## src/rtl/uart_tx.sv

```systemverilog
// -----------------------------------------------------------------------------
// uart_tx
//   UART frame transmitter. Words arrive over a valid/ready handshake into a
//   one-entry holding register and are shifted out LSB-first as
//   start / data / optional parity / stop bit(s). Bit boundaries are the
//   transitions of baud_clk, a square wave produced in the clk domain.
//
// Parameters
//   DATA_BITS  data bits per frame (5..9)
//   PARITY     0 = none, 1 = even, 2 = odd
//   STOP_BITS  1 or 2
//
// Ports
//   clk       in   system clock
//   rst       in   synchronous reset, active low
//   baud_clk  in   baud square wave, synchronous to clk
//   tx_data   in   word to send
//   tx_valid  in   tx_data is valid
//   tx_ready  out  holding register empty
//   tx        out  serial line, idles high
//   busy      out  frame in progress or holding register full
//   tx_done   out  one-cycle pulse at the end of the last stop bit
// -----------------------------------------------------------------------------
module uart_tx #(
   parameter int DATA_BITS = 8,
   parameter int PARITY    = 0,
   parameter int STOP_BITS = 1
) (
   input  logic                 clk,
   input  logic                 rst,
   input  logic                 baud_clk,
   input  logic [DATA_BITS-1:0] tx_data,
   input  logic                 tx_valid,
   output logic                 tx_ready,
   output logic                 tx,
   output logic                 busy,
   output logic                 tx_done
);

   typedef enum logic [2:0] {
      S_IDLE,
      S_START,
      S_DATA,
      S_PARITY,
      S_STOP
   } state_t;

   state_t               state_q, state_d;
   logic                 baud_q;
   logic [DATA_BITS-1:0] hold_q, hold_d;
   logic [DATA_BITS-1:0] shift_q, shift_d;
   logic                 hold_full_q, hold_full_d;
   logic                 parity_q, parity_d;
   logic                 tx_q, tx_d;
   logic                 tx_done_q, tx_done_d;
   logic [3:0]           bit_cnt_q, bit_cnt_d;
   logic                 stop_cnt_q, stop_cnt_d;

   logic                 tick;
   logic                 xfer;
   logic                 load;
   logic                 hold_parity;

   // One tick per baud_clk edge, either direction.
   assign tick = baud_clk ^ baud_q;
   assign xfer = tx_valid && !hold_full_q;

   // Even parity is the XOR of the data bits; odd parity is its inverse.
   assign hold_parity = (PARITY == 2) ? ~^hold_q : ^hold_q;

   always_comb begin
      state_d     = state_q;
      hold_d      = hold_q;
      hold_full_d = hold_full_q;
      shift_d     = shift_q;
      parity_d    = parity_q;
      tx_d        = tx_q;
      tx_done_d   = 1'b0;
      bit_cnt_d   = bit_cnt_q;
      stop_cnt_d  = stop_cnt_q;
      load        = 1'b0;

      if (xfer) begin
         hold_d      = tx_data;
         hold_full_d = 1'b1;
      end

      if (tick) begin
         case (state_q)
            S_IDLE: begin
               if (hold_full_q) begin
                  load = 1'b1;
               end else begin
                  tx_d = 1'b1;
               end
            end
            S_START: begin
               tx_d      = shift_q[0];
               bit_cnt_d = 4'd0;
               state_d   = S_DATA;
            end
            S_DATA: begin
               if (bit_cnt_q == 4'(DATA_BITS - 1)) begin
                  if (PARITY != 0) begin
                     tx_d    = parity_q;
                     state_d = S_PARITY;
                  end else begin
                     tx_d       = 1'b1;
                     stop_cnt_d = 1'b0;
                     state_d    = S_STOP;
                  end
               end else begin
                  // Bit 1 of the current shifter is the next bit on the line.
                  shift_d   = shift_q >> 1;
                  tx_d      = shift_q[1];
                  bit_cnt_d = bit_cnt_q + 4'd1;
               end
            end
            S_PARITY: begin
               tx_d       = 1'b1;
               stop_cnt_d = 1'b0;
               state_d    = S_STOP;
            end
            S_STOP: begin
               if (stop_cnt_q == 1'(STOP_BITS - 1)) begin
                  tx_done_d = 1'b1;
                  // A queued word starts immediately: no idle gap.
                  if (hold_full_q) begin
                     load = 1'b1;
                  end else begin
                     tx_d    = 1'b1;
                     state_d = S_IDLE;
                  end
               end else begin
                  stop_cnt_d = stop_cnt_q + 1'b1;
               end
            end
            default: begin
               tx_d    = 1'b1;
               state_d = S_IDLE;
            end
         endcase
      end

      // Move the holding register into the shifter and begin the start bit.
      if (load) begin
         shift_d     = hold_q;
         parity_d    = hold_parity;
         hold_full_d = 1'b0;
         tx_d        = 1'b0;
         state_d     = S_START;
      end
   end

   always_ff @(posedge clk) begin
      // Sampled during reset too, so leaving reset never yields a false tick.
      baud_q <= baud_clk;
      if (!rst) begin
         state_q     <= S_IDLE;
         hold_q      <= '0;
         hold_full_q <= 1'b0;
         shift_q     <= '0;
         parity_q    <= 1'b0;
         tx_q        <= 1'b1;
         tx_done_q   <= 1'b0;
         bit_cnt_q   <= 4'd0;
         stop_cnt_q  <= 1'b0;
      end else begin
         state_q     <= state_d;
         hold_q      <= hold_d;
         hold_full_q <= hold_full_d;
         shift_q     <= shift_d;
         parity_q    <= parity_d;
         tx_q        <= tx_d;
         tx_done_q   <= tx_done_d;
         bit_cnt_q   <= bit_cnt_d;
         stop_cnt_q  <= stop_cnt_d;
      end
   end

   assign tx       = tx_q;
   assign tx_ready = !hold_full_q;
   assign busy     = (state_q != S_IDLE) || hold_full_q;
   assign tx_done  = tx_done_q;

endmodule

```

## config.mk

```make
export PLATFORM = sky130hd
export DESIGN_NAME = uart_tx
export DESIGN_NICKNAME = d
export VERILOG_FILES = /design/src/rtl/uart_tx.sv
export SDC_FILE = /design/constraint.sdc
export NUM_CORES = 1
export LEC_CHECK = 0
export CAP_MARGIN = 20
export CORE_MARGIN = 2
export CORE_UTILIZATION = 30
export CTS_CLUSTER_DIAMETER = 60
export CTS_CLUSTER_SIZE = 40
export DETAILED_ROUTE_END_ITERATION = 10
export GPL_TIMING_DRIVEN = 1
export PLACE_DENSITY_LB_ADDON = 0.1
export SLEW_MARGIN = 20
export SYNTH_ARGS = -nofsm -noshare
export SYNTH_HDL_FRONTEND = slang
export SYNTH_SLANG_ARGS = --single-unit
```

## constraint.sdc

```tcl
create_clock -name clk -period 1.5 [get_ports clk]
set_input_delay 0.3 -clock clk [delete_from_list [all_inputs] [get_ports clk]]
set_output_delay 0.3 -clock clk [all_outputs]
set_load 0.02 [all_outputs]
```

==> impl_metrics.xml <==
<?xml version="1.0" encoding="UTF-8"?>
<metrics>
  <group name="logic_synthesis">
    <metric name="cell_count_after_synthesis" unit="">141</metric>
    <metric name="post_synthesis_instance_area" unit="µm²">1325</metric>
    <metric name="synth_warn" unit="">0</metric>
    <metric name="synthesis.area_per_instance" unit="µm²">9.397</metric>
    <metric name="number_of_distinct_standard_cells_referenced_by_the_synthesized_netlist" unit="">36</metric>
    <metric name="netlist.area_leader.share" unit="%">40.79</metric>
    <metric name="mappedNetlistNets" unit="">154</metric>
    <metric name="count_of_state_elements_after_synthesis" unit="">27</metric>
    <metric name="synth_ff_type" unit="">sky130_fd_sc_hd__dfxtp_1</metric>
    <metric name="yosys-top-cells-area" unit="">sky130_fd_sc_hd__dfxtp_1 (41%), sky130_fd_sc_hd__mux2i_1 (7.6%), sky130_fd_sc_hd__a211oi_2 (6.6%)</metric>
    <metric name="synth_async_reset_ratio" unit="%">0</metric>
    <metric name="cell_type_contributing_the_most_total_cell_area_after_synthesis" unit="">sky130_fd_sc_hd__dfxtp_1</metric>
    <metric name="sequential_share_of_the_synthesized_area" unit="%">40.79</metric>
    <metric name="synth-edff-count" unit="">0</metric>
  </group>
  <group name="sta">
    <metric name="setup_repair_after_global_routing_missed_its_margin" unit="">true</metric>
    <metric name="clock-skew-final" unit="ns">0.004594</metric>
    <metric name="fin_ws" unit="ns">-0.004037</metric>
    <metric name="min_period" unit="ns">1.504</metric>
    <metric name="max_slew.worst_pin.slew" unit="ns">0.2802</metric>
    <metric name="timing.slew.headroom" unit="%">81.23</metric>
    <metric name="achievable-frequency" unit="GHz">0.6649</metric>
    <metric name="timing.final.setup_violations" unit="">2</metric>
    <metric name="min_period_over_period" unit="%">100.3</metric>
    <metric name="drv_slew" unit="">0</metric>
    <metric name="timing_hold_violations_final" unit="">0</metric>
  </group>
  <group name="drt">
    <metric name="detailroute.via_count" unit="">1116</metric>
    <metric name="wl_per_cell" unit="µm">13.76</metric>
    <metric name="antenna_violation_net_count_after_detailed_routing" unit="">0</metric>
    <metric name="route.final.wire_length" unit="µm">3179</metric>
    <metric name="via_per_inst" unit="">4.831</metric>
    <metric name="drc" unit="">0</metric>
    <metric name="dr.pass1.iters" unit="">4</metric>
    <metric name="drt_iter0_drc" unit="">79</metric>
  </group>
  <group name="run">
    <metric name="maxCapViolCount" unit="">0</metric>
  </group>
  <group name="final_layout">
    <metric name="finish.net_count" unit="">193</metric>
    <metric name="finish.instance_area" unit="µm²">1831</metric>
    <metric name="area_growth" unit="%">38.15</metric>
    <metric name="final_cells" unit="">231</metric>
    <metric name="finalCoreUtilization" unit="%">42.63</metric>
    <metric name="final_layout_size_suffix_gt1_share" unit="%">28.49</metric>
    <metric name="n_antenna_cell" unit="">0</metric>
  </group>
  <group name="setup_path">
    <metric name="critical_path_peak_fanout" unit="">8</metric>
    <metric name="worst_setup_path_start_kind" unit="">register</metric>
    <metric name="reg2regPathDepth" unit="">7</metric>
    <metric name="worstSetupEndpointType" unit="">register</metric>
    <metric name="worst_ep_required_time" unit="ns">1.70</metric>
    <metric name="worst_reg2reg_startpoint" unit="">bit_cnt_q[0]</metric>
    <metric name="worst_ep_arrival_time" unit="ns">1.70</metric>
    <metric name="timing.reg2reg.setup_slack" unit="ns">-0.004</metric>
    <metric name="r2r_end" unit="">shift_q[1]</metric>
    <metric name="critical_path_class" unit="">register to register</metric>
  </group>
  <group name="status">
    <metric name="violations" unit="">setup timing</metric>
    <metric name="status" unit="">finished, violations left</metric>
  </group>
  <group name="clock_tree">
    <metric name="clock_tree.root_cell" unit="">sky130_fd_sc_hd__clkbuf_8</metric>
    <metric name="clock_tree_from_tritoncts" unit="">yes</metric>
    <metric name="clock_tree.buffer_depth" unit="">2</metric>
    <metric name="clock_tree.htree_level_count" unit="">1</metric>
    <metric name="worst_path_clk_slew" unit="ns">0.10</metric>
    <metric name="holdBufCountCts" unit="">0</metric>
    <metric name="cts_inserted_buffers" unit="">3</metric>
    <metric name="number_of_sinks_on_the_clock_net" unit="">27</metric>
    <metric name="clk_latency" unit="ns">0.27</metric>
  </group>
  <group name="floorplan">
    <metric name="die_ar" unit="µm²">4965</metric>
    <metric name="core-area" unit="µm²">4294</metric>
    <metric name="die_extent_in_y" unit="µm">70.46</metric>
    <metric name="placement_rows" unit="">24</metric>
    <metric name="chipWidth" unit="µm">70.46</metric>
    <metric name="pin_count" unit="">16</metric>
    <metric name="initial_core_util" unit="%">30.86</metric>
  </group>
  <group name="grt">
    <metric name="gr-usage-all-layers" unit="%">12.80</metric>
    <metric name="grt_pass1_wl" unit="µm">5043</metric>
    <metric name="antenna_found_initial" unit="">0</metric>
    <metric name="grt_max_degree" unit="">27</metric>
    <metric name="number_of_global_route_vias_before_repair" unit="">1012</metric>
    <metric name="globalRoute.totalOverflow" unit="">0</metric>
  </group>
  <group name="placement">
    <metric name="globalplace.congestion" unit="">0.7811</metric>
    <metric name="dp.final_hpwl" unit="µm">2183</metric>
    <metric name="post_placement_cell_area" unit="µm²">1698</metric>
    <metric name="placed_cells_incl_taps" unit="">222</metric>
    <metric name="portBuffers" unit="">15</metric>
  </group>
  <group name="worst_hold_path">
    <metric name="hold_path.startpoint" unit="">baud_clk</metric>
    <metric name="worstHoldEndpoint" unit="">baud_q</metric>
    <metric name="worst_hold_path_type" unit="">input pin to register</metric>
    <metric name="hold-path-cell-count" unit="">1</metric>
  </group>
  <group name="power_and_ir_drop">
    <metric name="total_power" unit="mW">1.567</metric>
    <metric name="power.leakage" unit="nW">0.7081</metric>
    <metric name="peakVddDrop" unit="mV">0.4494</metric>
    <metric name="power-per-cell-area" unit="nW/µm²">856.1</metric>
  </group>
</metrics>
==> cell usage in the layout (no fill, tap or decap), drive strengths merged, types with 2 or more instances in the layout <==
cell	count
and3	2
a211oi	7
a21oi	2
mux2i	10
o21ai	7
nor3	7
a21boi	4
nand3	5
buf	27
dfxtp	27
nor2b	10
clkbuf	4
inv	2
dlygate4sd2	4
clkdlybuf4s50	10
nand2b	4
nor2	15
o31ai	2
nor4b	2
nand3b	3
nand2	9
==> per-stage QoR <==
step	setup WS, ns	setup TNS, ns	hold WS (ns)
2_1_floorplan	0.02314	0	0.3277
3_3_place_gp	-0.3528	-4.491	0.4604
3_5_place_dp	-0.3750	-4.756	0.4714
4_1_cts	0.008233	0	0.3526
5_1_grt	-0.06818	-0.3829	0.3573
6_report	-0.004037	-0.004531	0.3536
==> what timing repair did <==
| action | in CTS | in global routing |
|---|---|---|
| setup endpoints to repair | 13 | 12 |
| cloned | 0 | 1 |
| setup buffers | 0 | 4 |
| gates resized for setup | 4 | 10 |
| pin swaps | 0 | 0 |
==> worst max-delay path: stages, from the launching register on <==
cell	delay (ns)
sky130_fd_sc_hd__dfxtp_2	0.35
sky130_fd_sc_hd__ha_4	0.16
sky130_fd_sc_hd__and3b_2	0.23
sky130_fd_sc_hd__nor4_4	0.17
sky130_fd_sc_hd__buf_4	0.17
sky130_fd_sc_hd__buf_12	0.11
sky130_fd_sc_hd__nor3_1	0.05
sky130_fd_sc_hd__a211oi_2	0.19
==> how the worst max path moves through the flow <==
| stage | start | endpoint | slack [ns] | cells past startpoint |
|---|---|---|---|---|
| after floorplan | bit_cnt_q[0] | shift_q[4] | 0.02 | 6 |
| after global placement | baud_clk | shift_q[1] | -0.35 | 7 |
| after detailed placement | baud_clk | shift_q[0] | -0.38 | 7 |
| after CTS | tx_done | tx_done | 0.008 | 1 |
| after global routing | bit_cnt_q[0] | shift_q[3] | -0.07 | 7 |
| final | bit_cnt_q[0] | shift_q[1] | -0.004 | 7 |
==> per-layer routing <==
layer  wire length (µm)  up-vias  global-route usage [%]  share of wire (%)
met1               1684      518                   19.63                 53
li1                   -      577                       -                  -
met5                  0        -                       0                  0
met4                 40        0                   4.487                1.3
met2               1376       17                   17.71                 43
met3                 77        4                   2.165                2.4
==> cell usage after synthesis, types with 2 or more instances <==
master,count
sky130_fd_sc_hd__nor2b_1,10
sky130_fd_sc_hd__dfxtp_1,27
sky130_fd_sc_hd__nand3b_1,3
sky130_fd_sc_hd__o21ai_0,7
sky130_fd_sc_hd__nor3_1,7
sky130_fd_sc_hd__nor2_1,15
sky130_fd_sc_hd__o31ai_1,2
sky130_fd_sc_hd__nand3_1,5
sky130_fd_sc_hd__clkbuf_1,4
sky130_fd_sc_hd__mux2i_1,10
sky130_fd_sc_hd__a21boi_0,3
sky130_fd_sc_hd__nand2_1,9
sky130_fd_sc_hd__nand2b_1,4
sky130_fd_sc_hd__a21oi_1,2
sky130_fd_sc_hd__a211oi_2,7
sky130_fd_sc_hd__buf_6,2
sky130_fd_sc_hd__buf_2,3
sky130_fd_sc_hd__and3_1,2
sky130_fd_sc_hd__inv_1,2
==> kinds of logic (layout without fill, tap and decap cells) <==
kind of cell	Yosys count	count (layout)	share of synthesized area, %
simple gates	61	61	25.68
compound gates	29	29	18.60
flops	27	27	40.79
buf+inv	11	49	4.532
mux	10	10	7.555
xor+xnor	2	2	1.889
fa+ha+maj	1	1	0.9441
==> where the power goes <==
part / total, mW / internal (mW) / switching, mW
sequential: 0.791 / 0.761 / 0.0300
combinational: 0.343 / 0.178 / 0.165
clock: 0.433 / 0.189 / 0.245
total: 1.57 / 1.13 / 0.439
==> flip-flops by register name, summed over array words and instances, names as in the netlist <==
name and cells:
baud_q 1, bit_cnt_q 4, hold_full_q 1, hold_q 8, shift_q 8, state_q 3
tx 1, tx_done 1
==> layout make-up <==
cell class | instances | area [µm²]
fillers | 429 | 2464
well taps | 52 | 65.06
flip-flops and latches | 27 | 543.0
repair buffers | 43 | 412.9
inverters | 2 | 7.507
clock inverters | 1 | 7.507
multi-input cells | 103 | 753.2
clock buffers | 3 | 41.29
No activity file was read; power rests on OpenSTA's default activity.
